[src/rtl/fcs_append_parallel.sv]
`timescale 1ns/1ps
// Transmit-side Ethernet FCS inserter: forwards a frame byte stream, zero-pads it to MIN_LEN
// bytes, then appends the inverted reflected CRC-32 (low byte first) behind a single output stage.
module fcs_append_parallel #(
  parameter int MIN_LEN = 60
) (
  input  logic       clk,
  input  logic       reset,
  input  logic       in_valid,
  output logic       in_ready,
  input  logic [7:0] in_data,
  input  logic       in_sof,
  input  logic       in_eof,
  output logic       out_valid,
  input  logic       out_ready,
  output logic [7:0] out_data,
  output logic       out_sof,
  output logic       out_eof,
  output logic       frame_abort
);
  localparam int CW = (MIN_LEN < 1) ? 1 : $clog2(MIN_LEN + 1);
  localparam logic [CW-1:0] MIN_CNT  = CW'(MIN_LEN);
  localparam logic [31:0]   CRC_INIT = 32'hFFFF_FFFF;
  localparam logic [31:0]   CRC_POLY = 32'hEDB8_8320;

  typedef enum logic [1:0] {ST_IDLE, ST_PAYLOAD, ST_PAD, ST_FCS} state_t;

  state_t          state_q, state_d;
  logic            out_valid_q, out_valid_d;
  logic [7:0]      out_data_q, out_data_d;
  logic            out_sof_q, out_sof_d;
  logic            out_eof_q, out_eof_d;
  logic            frame_abort_q, frame_abort_d;
  logic [31:0]     crc_q, crc_d;
  logic [CW-1:0]   byte_cnt_q, byte_cnt_d;
  logic [1:0]      idx_q, idx_d;

  logic            load, accept, start, fwd, short_frame;
  logic [CW-1:0]   in_cnt, pad_cnt;
  logic [31:0]     fcs;

  function automatic logic [31:0] crc_byte(input logic [31:0] crc, input logic [7:0] data);
    logic [31:0] c;
    c = crc ^ {24'd0, data};
    for (int i = 0; i < 8; i++) begin
      c = c[0] ? ((c >> 1) ^ CRC_POLY) : (c >> 1);
    end
    return c;
  endfunction

  // Byte count saturates at MIN_LEN so long frames never overflow it.
  function automatic logic [CW-1:0] cnt_inc(input logic [CW-1:0] c);
    return (c >= MIN_CNT) ? c : c + 1'b1;
  endfunction

  assign load        = !out_valid_q || out_ready;
  assign in_ready    = ((state_q == ST_IDLE) || (state_q == ST_PAYLOAD)) && load;
  assign accept      = in_valid && in_ready;
  assign start       = accept && in_sof;
  assign fwd         = accept && !in_sof && (state_q == ST_PAYLOAD);
  assign in_cnt      = cnt_inc(start ? '0 : byte_cnt_q);
  assign pad_cnt     = byte_cnt_q + 1'b1;
  assign short_frame = in_cnt < MIN_CNT;
  assign fcs         = ~crc_q;

  always_ff @(posedge clk) begin
    if (!reset) begin
      state_q       <= ST_IDLE;
      out_valid_q   <= 1'b0;
      out_data_q    <= 8'd0;
      out_sof_q     <= 1'b0;
      out_eof_q     <= 1'b0;
      frame_abort_q <= 1'b0;
      crc_q         <= CRC_INIT;
      byte_cnt_q    <= '0;
      idx_q         <= 2'd0;
    end else begin
      state_q       <= state_d;
      out_valid_q   <= out_valid_d;
      out_data_q    <= out_data_d;
      out_sof_q     <= out_sof_d;
      out_eof_q     <= out_eof_d;
      frame_abort_q <= frame_abort_d;
      crc_q         <= crc_d;
      byte_cnt_q    <= byte_cnt_d;
      idx_q         <= idx_d;
    end
  end

  always_comb begin
    state_d = state_q;
    if (start || fwd) begin
      if (in_eof) state_d = short_frame ? ST_PAD : ST_FCS;
      else        state_d = ST_PAYLOAD;
    end else if (state_q == ST_PAD && load && pad_cnt >= MIN_CNT) begin
      state_d = ST_FCS;
    end else if (state_q == ST_FCS && load && idx_q == 2'd3) begin
      state_d = ST_IDLE;
    end
  end

  always_comb begin
    out_valid_d   = out_valid_q;
    out_data_d    = out_data_q;
    out_sof_d     = out_sof_q;
    out_eof_d     = out_eof_q;
    frame_abort_d = 1'b0;
    crc_d         = crc_q;
    byte_cnt_d    = byte_cnt_q;
    idx_d         = idx_q;
    if (load) begin
      out_valid_d = 1'b0;
      out_sof_d   = 1'b0;
      out_eof_d   = 1'b0;
    end
    if (start || fwd) begin
      // A restart mid-frame drops the old frame; the CRC is reseeded from init.
      out_valid_d   = 1'b1;
      out_data_d    = in_data;
      out_sof_d     = start;
      crc_d         = crc_byte(start ? CRC_INIT : crc_q, in_data);
      byte_cnt_d    = in_cnt;
      frame_abort_d = start && (state_q == ST_PAYLOAD);
    end else if (state_q == ST_PAD && load) begin
      out_valid_d = 1'b1;
      out_data_d  = 8'h00;
      crc_d       = crc_byte(crc_q, 8'h00);
      byte_cnt_d  = pad_cnt;
    end else if (state_q == ST_FCS && load) begin
      out_valid_d = 1'b1;
      out_data_d  = fcs[{idx_q, 3'b000} +: 8];
      out_eof_d   = (idx_q == 2'd3);
      idx_d       = idx_q + 2'd1;
      if (idx_q == 2'd3) begin
        crc_d      = CRC_INIT;
        byte_cnt_d = '0;
      end
    end
  end

  assign out_valid   = out_valid_q;
  assign out_data    = out_data_q;
  assign out_sof     = out_sof_q;
  assign out_eof     = out_eof_q;
  assign frame_abort = frame_abort_q;

endmodule
[config.mk]
export PLATFORM = sky130hd
export DESIGN_NAME = fcs_append_parallel
export DESIGN_NICKNAME = d
export VERILOG_FILES = /design/src/rtl/fcs_append_parallel.sv
export SDC_FILE = /design/constraint.sdc
export NUM_CORES = 1
export LEC_CHECK = 0
export BUFFER_PORTS_ARGS = -buffer_cell sky130_fd_sc_hd__buf_4
export CORE_ASPECT_RATIO = 0.75
export CORE_MARGIN = 8
export CORE_UTILIZATION = 36
export CTS_CLUSTER_SIZE = 40
export DETAILED_ROUTE_END_ITERATION = 8
export PLACE_DENSITY = 0.57
export SLEW_MARGIN = 40
export SYNTH_ARGS = -nofsm -noshare
export SYNTH_HDL_FRONTEND = slang
export SYNTH_SLANG_ARGS = --single-unit
export TNS_END_PERCENT = 30
[constraint.sdc]
create_clock -name clk -period 5.6 [get_ports clk]
set_input_delay 0 -clock clk [delete_from_list [all_inputs] [get_ports clk]]
set_output_delay 0 -clock clk [all_outputs]
set_load 0.005 [all_outputs]
# --- Word-level counts from Yosys, hierarchy flattened ---
# Cells that the tools add are included.
classes:
  mux: 44
  magnitude_cmp: 3
  add_sub_neg: 3
  n_reduce_logical: 24
  n_shift: 1
  n_eq_ne: 4
  bitwise_logic: 20
op_table:
  columns: ["operator", "count"]
  rows:
  - ["$mux 32", 21]
  - ["$not 13->14", 16]
  - ["$mux 6", 6]
  - ["$not 32->32", 1]
  - ["$shiftx 32x6->8", 1]
  - ["$xor 32x8->32", 1]
  - ["$mux 8", 3]
  - ["$add 6x1->6 const B", 2]
  - ["$ge 6x6->1 const B", 2]
  - ["$logic_and 1x1->1", 10]
  - ["$mux 1", 10]
  - ["$reduce_bool 3->1", 3]
  - ["$mux 2", 4]
  - ["$eq 2x2->1 const B", 3]
  - ["$lt 6x6->1 const B", 1]
  - ["$reduce_and 2->1", 2]
  - ["$reduce_bool 4->1", 1]
  - ["$logic_or 1x1->1", 3]
  - ["$reduce_and 3->1", 1]
  - ["$add 2x1->2 const B", 1]
  - ["$eq 2x1->1 const B", 1]
  - ["$logic_not 1->1", 2]
  - ["$logic_not 2->1", 1]
  - ["$not 1->1", 2]
  - ["$reduce_bool 2->1", 1]
word_totals:
  elab_cells: 108
  register_bits: 54

# --- Depth between registers and ports, before layout ---
# Gate-level depths: netlist (run 1).
logic_depth:
  word_depth: 24
  ltp_mapped: 10
  depth_no_buf: 8

# --- Worst setup path before layout (run 1) ---
# No wires, ideal clock.
synth_timing:
  path_type: "flip-flop to flip-flop"
  startpoint: "register state_q[1]"
  endpoint: "register state_q[0]"
  path_stages_with_launch: 11
  path_buffers: 2
  required_ns: 5.484
  slack_ns: 3.617
  arrival_ns: 1.868
  cell_sequence: "dfxtp_1 > nor2b_1 > buf_2 > nand3_1 > clkbuf_1 > and2_1 > ha_1 > a31o_2 > o2111ai_1 > o211ai_1 > and3_1"
synth_via:
  elab_chain_len: 12
  word_cells_on_any_way: 25
  cone_classes: "add/sub: 1; order compare: 2; eq/ne: 3; mux: 6; reduce/logical: 13"
synth_rtl:
  columns: ["item", "line", "rtl"]
  rows:
  - ["start, declared", "28", "state_t state_q, state_d;"]
  - ["start signal, assigned", "78", "state_q <= state_d;"]
  - ["$eq 2x1->1 or $logic_not 2->1 (tied branches)", "57, 60", null]
  - ["$logic_or 1x1->1", "57", "assign in_ready = ((state_q == ST_IDLE) || (state_q == ST_PAYLOAD)) && load;"]
  - ["$logic_and 1x1->1", "57", null]
  - ["$logic_and 1x1->1", "58", "assign accept = in_valid && in_ready;"]
  - ["$logic_and 1x1->1", "59", "assign start = accept && in_sof;"]
  - ["$mux 6", "61", "assign in_cnt = cnt_inc(start ? '0 : byte_cnt_q);"]
  - ["$add 6x1->6 or $ge 6x6->1 (tied branches)", "53", "return (c >= MIN_CNT) ? c : c + 1'b1;"]
  - ["$mux 6", "53", null]
  - ["$lt 6x6->1", "63", "assign short_frame = in_cnt < MIN_CNT;"]
  - ["$mux 1", "93", "if (in_eof) state_d = short_frame ? ST_PAD : ST_FCS;"]
  - ["$mux 2", "93", null]
  - ["$mux 2", "92", "if (start || fwd) begin"]
# Parallel ways exist; a longest one is shown, timed or not.
# A chain may end at the register's enable or synchronous reset.

# --- Worst setup path in the final report (run 1) ---
# Same ends and word-level chain as after synthesis.

==> results of run 1 <==
==> cell families (layout without fill, tap and decap cells) <==
family,Yosys count,count (layout),share of synthesized area
multiplexers,11,11,0.0474
AND/OR/NAND/NOR,128,128,0.142
buffers and inverters,55,43,0.0608
XOR/XNOR,114,114,0.320
flip-flops,54,54,0.240
AO/OA/AOI/OAI,122,122,0.182
adder cells (fa/ha/maj),3,3,0.00832
==> layout make-up <==
| cell class | count | area [sq um] | share of cell area |
|---|---|---|---|
| Timing Repair Buffer | 31 | 238 | 0.0488 |
| Tap cell | 166 | 208 | 0.0426 |
| Clock inverter | 2 | 37.5 | 0.00771 |
| Multi-Input combinational cell | 378 | 3160 | 0.649 |
| Inverter | 4 | 15.0 | 0.00308 |
| Sequential cell | 54 | 1080 | 0.222 |
| Clock buffer | 6 | 129 | 0.0265 |
==> cells in the final DEF, fill, tap and decap left out, types with 9 or more instances in the layout <==
| master | n |
|---|---|
| and3_1 | 14 |
| a21oi_1 | 19 |
| nor2_1 | 22 |
| xnor2_1 | 52 |
| a22oi_1 | 9 |
| o21ai_0 | 20 |
| nor3_1 | 11 |
| nand3_1 | 13 |
| xor2_1 | 31 |
| xnor3_1 | 10 |
| nand2_1 | 32 |
| o211ai_1 | 9 |
| o22ai_1 | 17 |
| dfxtp_1 | 54 |
| nor2b_1 | 15 |
| buf_4 | 29 |
==> per-stage QoR <==
step	area (sq um)	instances	util	setup WS (ns)	power, mW
CTS	4870	641	0.397	2.75	1.98
finish	4870	641	0.397	2.74	1.99
global route	4870	641	0.397	2.50	2.10
detailed placement	4680	631	0.382	2.77	1.61
floorplan	4510	487	-	3.62	1.42
global placement	4680	631	0.381	2.79	1.60
==> power by group <==
part	switching, mW	internal, mW
clock network	0.155	0.212
logic	0.495	0.561
registers	0.122	0.446
==> metal layers <==
metal,vias up,wire length [um],global-route usage
met5,-,0,0
met4,0,77,0.0277
li1,1719,-,-
met1,1854,6340,0.241
met3,10,1230,0.0347
met2,183,5760,0.231
==> worst paths after layout <==
check / startpoint / to / slack, ns / cells past startpoint
max: state_q[1] / state_q[0] / 2.74 / 8
min: in_data[6] / out_data[6] / 0.09 / 3
min reg2reg: out_sof / out_sof / 0.47 / 2
max reg2reg: state_q[1] / state_q[0] / 2.74 / 8
==> worst reg2reg max path, delay by kind of cell (launching register included) <==
| kind | cells | cell delay, ns |
|---|---|---|
| simple gates | 4 | 1.56 |
| compound gates | 3 | 0.49 |
| flops | 1 | 0.43 |
| fa+ha+maj | 1 | 0.27 |
==> registers in the layout, summed over array words and instances, names as in the netlist <==
signal,flops
crc_q,32
out_valid,1
out_sof,1
out_data,8
out_eof,1
state_q,2
idx_q,2
frame_abort,1
byte_cnt_q,6
==> repair_timing <==
item,CTS,global route
setup buffers,0,0
hold endpoints to repair,2,0
setup endpoints to repair,0,0
hold buffers,2,0
==> out/metrics.cfg, run 1 <==
[sta]
slew_headroom=0.480
rsz0062_at_grt=false
fin_setup_tns_ns=0
period_share=0.511
finalSetupViolCount=0
fmax_mhz=349
hold_viol=0
worst_pin_slew_ns=0.779
drv_slew=0
whs_ns=0.0892
fin_crit_ns=2.86
fin_skew_ns=0.00697

[cts]
numCtsBuffers=5
cts_buffer_depth=2
path_clk_slew_ns=0.07
cts-resized-gates=0
htreeDepth=2
cts_root_buf=clkbuf_16
cts_tree=yes
cts.sinks=54
clkLatencyLatePin_ns=0.30

[floorplan]
num_rows=35
die_h_um=113
die_width_um=145
start_util=0.368
dieArea_sq_um=16400
num_io_pins=27
coreArea_sq_um=12300

[grt]
grt_max_degree=56
grt_pass1_vias=3537
grt_antenna_before_repair=0
track_usage=0.161
overflow=0
grt_first_pass_wirelength_mm=21.0

[worst_hold_path]
worstHoldPathType=primary input to register

[job]
maxCapViolCount=0

[logic_synthesis]
syn_area_per_cell_sq_um=9.26
synth_area_sq_um=4510
synth_edf_count=0
yosysTopAreaCell=dfxtp_1
yosysTopAreaCellShare=0.240
synth_common_cells=54 x dfxtp_1, 52 x xnor2_1, 33 x nand2_1, 31 x xor2_1, 23 x clkbuf_1
yosysWarnings=0
seq_area_frac_synth=0.240
netlist_instances=487
synth_nets=504
synth_flop_cell=dfxtp_1
netlist-cell-type-count=59
async_reset_ff_frac=0
ys_seq_elements=54
synth_area_leaders=dfxtp_1 24%, xnor2_1 10%, xor2_1 6.0%
synth.most_common_cell=dfxtp_1

[placement]
dp_hpwl_mm=9.16
port_buffers=26
place_congestion=0.871

[power_and_ir_drop]
irDropWorstVdd_mv=0.245
p_leak_nw=1.94
power_density_nw_per_um2=408

[worst_setup_path]
worstPathArrival_ns=3.06
crit_path_max_fanout=14
cpLargestDelayFamily=simple AND/OR/NAND/NOR gates
slowest_delay_ns=0.54
critPathSlowestCell=nand3_1
crit_type=register to register
critical_path_buf_inv_count=0
cp-end-kind=register
crit_chain=nor2b_1, nand3_1, and2_1, ha_1, a31o_2, o2111ai_1, o211ai_1, and3_1
critPathRequiredTime_ns=5.80
start_kind=register

[final_layout]
syn_to_final_growth_pct=8.02
diodes=0
nFillCells=1213
fin_nets=491
drive_gt1_frac=0.128

[route]
first_pass_iters=5
vias_per_cell=5.88
route.detailed.drc=0
dr_total_vias=3766
drtAntennaViolNets=0
drtIter0Drc=391
wirelength_mm=13.4
route.detailed.wl_per_inst_um=20.9

[status]
status=completed

Power figures use the tool's default switching activity.
==> inputs of run 2 (changes only) <==
clock period = 3 ns   (was 5.6 ns; I/O delays follow)
==> run 2 against run 1 <==
Net effect:
- worst setup slack worse by 2.2 ns
- combinational power is 92% higher
- register-to-register slack lost 2.2 ns
- clock power rose by 66%
==> out/metrics.cfg, run 2 (same netlist as run 1, synthesis figures left out) <==
[route]
route.detailed.wl_per_inst_um=21.0  ; +0.51%
drtAntennaViolNets=0  ; unchanged
first_pass_iters=6  ; +1
vias_per_cell=5.76  ; -2.0%
drtIter0Drc=454  ; +16%
dr_total_vias=3742  ; -0.64%
route.detailed.drc=0  ; unchanged
wirelength_mm=13.7  ; +1.9%

[cts]
cts.sinks=54  ; unchanged
path_clk_slew_ns=0.07  ; about the same
cts-resized-gates=0  ; unchanged
clkLatencyLatePin_ns=0.30  ; about the same
numCtsBuffers=5  ; unchanged
cts_root_buf=clkbuf_16
cts_hold_buf=0  ; -2
cts_buffer_depth=2  ; unchanged
cts_tree=yes
htreeDepth=2  ; unchanged
post-cts-setup-buffers=0  ; unchanged

[worst_setup_path]
crit_type=register to register
slowest_delay_ns=0.72  ; +0.18 ns
crit_path_frequent_cell=nor2b_1
critPathSlowestCell=o211a_1
crit_path_max_fanout=22  ; +8
critPathRequiredTime_ns=3.18  ; -2.62 ns
start_kind=register
worstPathArrival_ns=2.63  ; -0.43 ns
cp-end-kind=register
crit_chain=nor2b_1, o211a_1, a21oi_1, a221oi_1, nor2b_1

[placement]
place_congestion=0.858  ; -1.4%
port_buffers=26  ; unchanged
place_inst=642  ; +1.7%
placedInstanceArea_sq_um=4760  ; +1.6%
dp_hpwl_mm=9.76  ; +6.5%

[floorplan]
start_util=0.368  ; unchanged
num_io_pins=27  ; unchanged
die_width_um=145  ; unchanged
dieArea_sq_um=16400  ; unchanged
coreArea_sq_um=12300  ; unchanged
num_rows=35  ; unchanged
die_h_um=113  ; unchanged

[power_and_ir_drop]
p_switching_mw=1.42  ; +84%
seqPwrFrac=0.276  ; -0.009
irDropWorstVdd_mv=0.232  ; -5.3%
power_mw=3.65  ; +83%
netSwitchingFraction=0.389  ; +0.00143
intPower_mw=2.23  ; +83%
clockPowerShare=0.166  ; -0.018
combPwrFrac=0.558  ; +0.027
power_density_nw_per_um2=744  ; +82%
p_leak_nw=1.98  ; +2.1%

[sta]
fin_crit_ns=2.46  ; -0.406 ns
fmax_mhz=407  ; +17%
drv_slew=0  ; unchanged
period_share=0.819  ; +0.308
fin_skew_ns=0.0107  ; +0.00373 ns
worst_pin_slew_ns=0.794  ; +0.0150 ns
finalSetupViolCount=0  ; unchanged
rsz0062_at_grt=false
fin_setup_tns_ns=0  ; unchanged
slew_headroom=0.471  ; -0.00932
hold_viol=0  ; unchanged

[grt]
grt_pass1_vias=3636  ; +2.8%
track_usage=0.167  ; +0.00620
grt_max_degree=56  ; unchanged
overflow=0  ; unchanged
grt_antenna_before_repair=0  ; unchanged
grt_first_pass_wirelength_mm=21.6  ; +2.6%

[final_layout]
layout_commonest_cell=dfxtp_1
drive_gt1_frac=0.143  ; +0.0141
final_cell_mix=54 x dfxtp_1, 52 x xnor2_1, 40 x buf_4, 33 x nand2_1, 31 x xor2_1
registers.top_by_ff_count=crc_q
largest_reg_flops=32  ; unchanged
syn_to_final_growth_pct=8.80
final_core_util=0.400  ; +0.00286
postLayoutCellArea_sq_um=4910  ; +0.72%
diodes=0  ; unchanged
fin_nets=500  ; +1.8%
finalNonFillerCells=650  ; +1.4%

[job]
maxCapViolCount=0  ; unchanged

[worst_hold_path]
worstHoldPathType=primary input to register

[status]
status=completed

-- run 2: cell count changes in the layout (fill, tap and decap cells not counted) --
cell / change
and3_2: -1
clkbuf_8: +1
buf_4: +11
nand2_1: +1
nand3_2: -1
dlygate4sd3_1: -2
clkinv_2: +1
nand2_2: -1
and3_1: +1
clkinvlp_4: -1
nand3_1: +1
bufinv_16: -1
-- run 2: stage by stage --
| step | worst slack (ns) | hold WS [ns] |
|---|---|---|
| CTS | 0.533 | 0.00346 |
| detailed placement | 0.563 | 0.315 |
| global placement | 0.690 | 0.311 |
| global route | 0.273 | 0.0169 |
| finish | 0.543 | 0.0124 |
| floorplan | 1.02 | 0.165 |
-- run 2: power by group through the flow --
stage | Clock (mW) | Combinational [mW] | Sequential (mW)
floorplan | 0 | 1.74 | 0.907
global placement | 0 | 1.98 | 1.02
detailed placement | 0 | 2.01 | 1.02
CTS | 0.624 | 2.03 | 1.01
global route | 0.664 | 2.19 | 1.03
finish | 0.606 | 2.04 | 1.01
-- run 2: worst paths after layout --
check / slack [ns] / endpoint / cells past startpoint / startpoint
setup / recovery: 0.54 / out_data[5] / 5 / state_q[1]
hold / removal: 0.01 / state_q[1] / 3 / in_eof
hold reg to reg: 0.46 / out_sof / 2 / out_sof
setup reg to reg: 0.54 / out_data[5] / 5 / state_q[1]
-- run 2: layout make-up --
| class | count | area, sq um |
|---|---|---|
| Multi-Input combinational cell | 378 | 3150 |
| Inverter | 4 | 15.0 |
| Fill cell | 1224 | 7360 |
| Sequential cell | 54 | 1080 |
| Clock inverter | 1 | 5.00 |
| Tap cell | 166 | 208 |
| Clock buffer | 7 | 143 |
| Timing Repair Buffer | 40 | 300 |
-- run 2: critical path, delay by kind of cell, from the launching register on --
kind               cells  cell delay, ns
AOI/OAI and AO/OA      3            1.40
and+or+nand+nor        2            0.53
DFF                    1            0.41
-- run 2: routing by layer --
metal / up-vias / wire (um) / global-route usage
met5: - / 0 / 0
met4: 0 / 150 / 0.0380
met3: 14 / 1150 / 0.0451
met2: 155 / 5750 / 0.241
met1: 1845 / 6610 / 0.241
li1: 1728 / - / -
==> inputs of run 3 (changes only) <==
PLACE_DENSITY = 0.59   (was 0.57)
clock period = 2.11 ns   (was 3 ns; I/O delays follow)
==> run 3 against run 2 <==
Net effect:
- fmax is 30% higher
- combinational power rose by 50%
- highest routed layer unchanged
- wire length grew 1.0%
- clock skew down 0.0023 ns
- utilization rose by 1.3 points
- hold slack got worse by 0.0073 ns
- via count is 1.6% higher
- cell area up 3.2%
==> out/metrics.cfg, run 3 (same netlist as run 1, synthesis figures left out) <==
[worst_setup_path]
crit_path_max_fanout=15  ; -32%
cp-end-kind=register
worstPathArrival_ns=2.06  ; -0.57 ns
crit_type=register to register
start_kind=register
reg2reg_setup_slack_ns=0.22  ; -0.33 ns
critPathRequiredTime_ns=2.28  ; -0.90 ns

[power_and_ir_drop]
power_mw=5.35  ; +46%
power_density_nw_per_um2=1060  ; +42%
seqPwrFrac=0.259  ; -0.017
irDropWorstVdd_mv=0.402  ; +73%
clockPowerShare=0.170  ; +0.004
p_leak_nw=2.07  ; +4.5%
p_switching_mw=2.11  ; +49%
netSwitchingFraction=0.395  ; +0.00591
intPower_mw=3.23  ; +45%
combPwrFrac=0.571  ; +0.013

[grt]
grt_first_pass_wirelength_mm=21.8  ; +1.2%
grt_antenna_before_repair=0  ; unchanged
grt_pass1_vias=3737  ; +2.8%
overflow=0  ; unchanged
grt_max_degree=35  ; -38%
track_usage=0.167  ; -0.000243

[job]
maxCapViolCount=0  ; unchanged

[final_layout]
final_core_util=0.413  ; +0.0128
layout_commonest_cell=buf_4
registers.top_by_ff_count=crc_q
nFillCells=1213  ; -0.90%
largest_reg_flops=32  ; unchanged
final_cell_mix=55 x buf_4, 54 x dfxtp_1, 52 x xnor2_1, 33 x nand2_1, 31 x xor2_1
diodes=0  ; unchanged
syn_to_final_growth_pct=12.3
fin_nets=517  ; +3.4%
finalNonFillerCells=667  ; +2.6%
drive_gt1_frac=0.174  ; +0.0311

[route]
route.detailed.wl_per_inst_um=20.7  ; -1.5%
wirelength_mm=13.8  ; +1.0%
vias_per_cell=5.70  ; -1.0%
drtAntennaViolNets=0  ; unchanged
first_pass_iters=4  ; -2
route.detailed.drc=0  ; unchanged
dr_total_vias=3801  ; +1.6%
drtIter0Drc=360  ; -21%

[floorplan]
coreArea_sq_um=12300  ; unchanged
num_io_pins=27  ; unchanged
dieArea_sq_um=16400  ; unchanged
start_util=0.368  ; unchanged
die_width_um=145  ; unchanged
num_rows=35  ; unchanged
die_h_um=113  ; unchanged

[cts]
post-cts-setup-buffers=0  ; unchanged
cts_tree=yes
clkLatencyLatePin_ns=0.31  ; about the same
cts.sinks=54  ; unchanged
cts_hold_buf=0  ; unchanged
numCtsBuffers=5  ; unchanged
cts-resized-gates=0  ; unchanged
path_clk_slew_ns=0.08  ; about the same
cts_buffer_depth=2  ; unchanged
cts_root_buf=clkbuf_16
htreeDepth=2  ; unchanged

[sta]
fmax_mhz=528  ; +30%
rsz0062_at_grt=false
drv_slew=0  ; unchanged
period_share=0.897  ; +0.0781
worst_pin_slew_ns=0.801  ; +0.00772 ns
fin_skew_ns=0.00842  ; -0.00228 ns
fin_crit_ns=1.89  ; -0.564 ns
hold_viol=0  ; unchanged
finalSetupViolCount=0  ; unchanged
fin_setup_tns_ns=0  ; unchanged
slew_headroom=0.466  ; -0.00515

[placement]
place_congestion=0.920  ; +7.2%
place_inst=659  ; +2.6%
port_buffers=26  ; unchanged
dp_hpwl_mm=9.87  ; +1.1%

[status]
status=completed

[worst_hold_path]
worstHoldPathType=primary input to register

==> run 3: power by group through the flow <==
stage	logic (mW)	registers, mW	clock network [mW]
final	3.05	1.39	0.906
after global routing	3.29	1.40	0.953
after CTS	3.02	1.38	0.921
after detailed placement	3.00	1.40	0
after global placement	2.95	1.40	0
after floorplan	2.48	1.29	0
==> run 3: metal layers <==
| metal | vias to the layer above | GRT usage | wire [um] |
|---|---|---|---|
| li1 | 1763 | - | - |
| met1 | 1854 | 0.240 | 6700 |
| met2 | 168 | 0.249 | 5850 |
| met3 | 16 | 0.0387 | 1080 |
| met4 | 0 | 0.0325 | 173 |
| met5 | - | 0 | 0 |
==> run 3: through the flow <==
step / setup slack, ns / hold WS (ns) / instance area (sq um)
CTS: 0.237 / 0.00319 / 5060
floorplan: 0.127 / 0.165 / 4510
detailed placement: 0.250 / 0.319 / 4910
global route: 0.102 / 0.0282 / 5060
finish: 0.217 / 0.00511 / 5060
global placement: 0.297 / 0.314 / 4910
==> run 3: path summary, 6_finish.rpt <==
kind	start	endpoint	cells after the start
setup reg to reg	out_valid	crc_q[11]	6
hold reg to reg	out_eof	out_eof	2
hold / removal	out_ready	out_eof	4
setup / recovery	out_valid	crc_q[11]	6
==> run 3: final cells by class <==
cell class	instances	area (sq um)	share of cell area
clock buffer	5	125	0.0247
clock inverter	3	26.3	0.00519
sequential	54	1080	0.214
inverter	4	15.0	0.00297
timing repair buffer	57	453	0.0895
multi-input combinational	378	3150	0.623
tap	166	208	0.0410
==> run 3: critical path, stage by stage (launching register included) <==
cell and delay, ns:
dfxtp_1 0.33, nand2b_1 0.10, buf_4 0.22, and3_1 0.71
nand2_1 0.14, o221ai_1 0.12, nand2_1 0.11
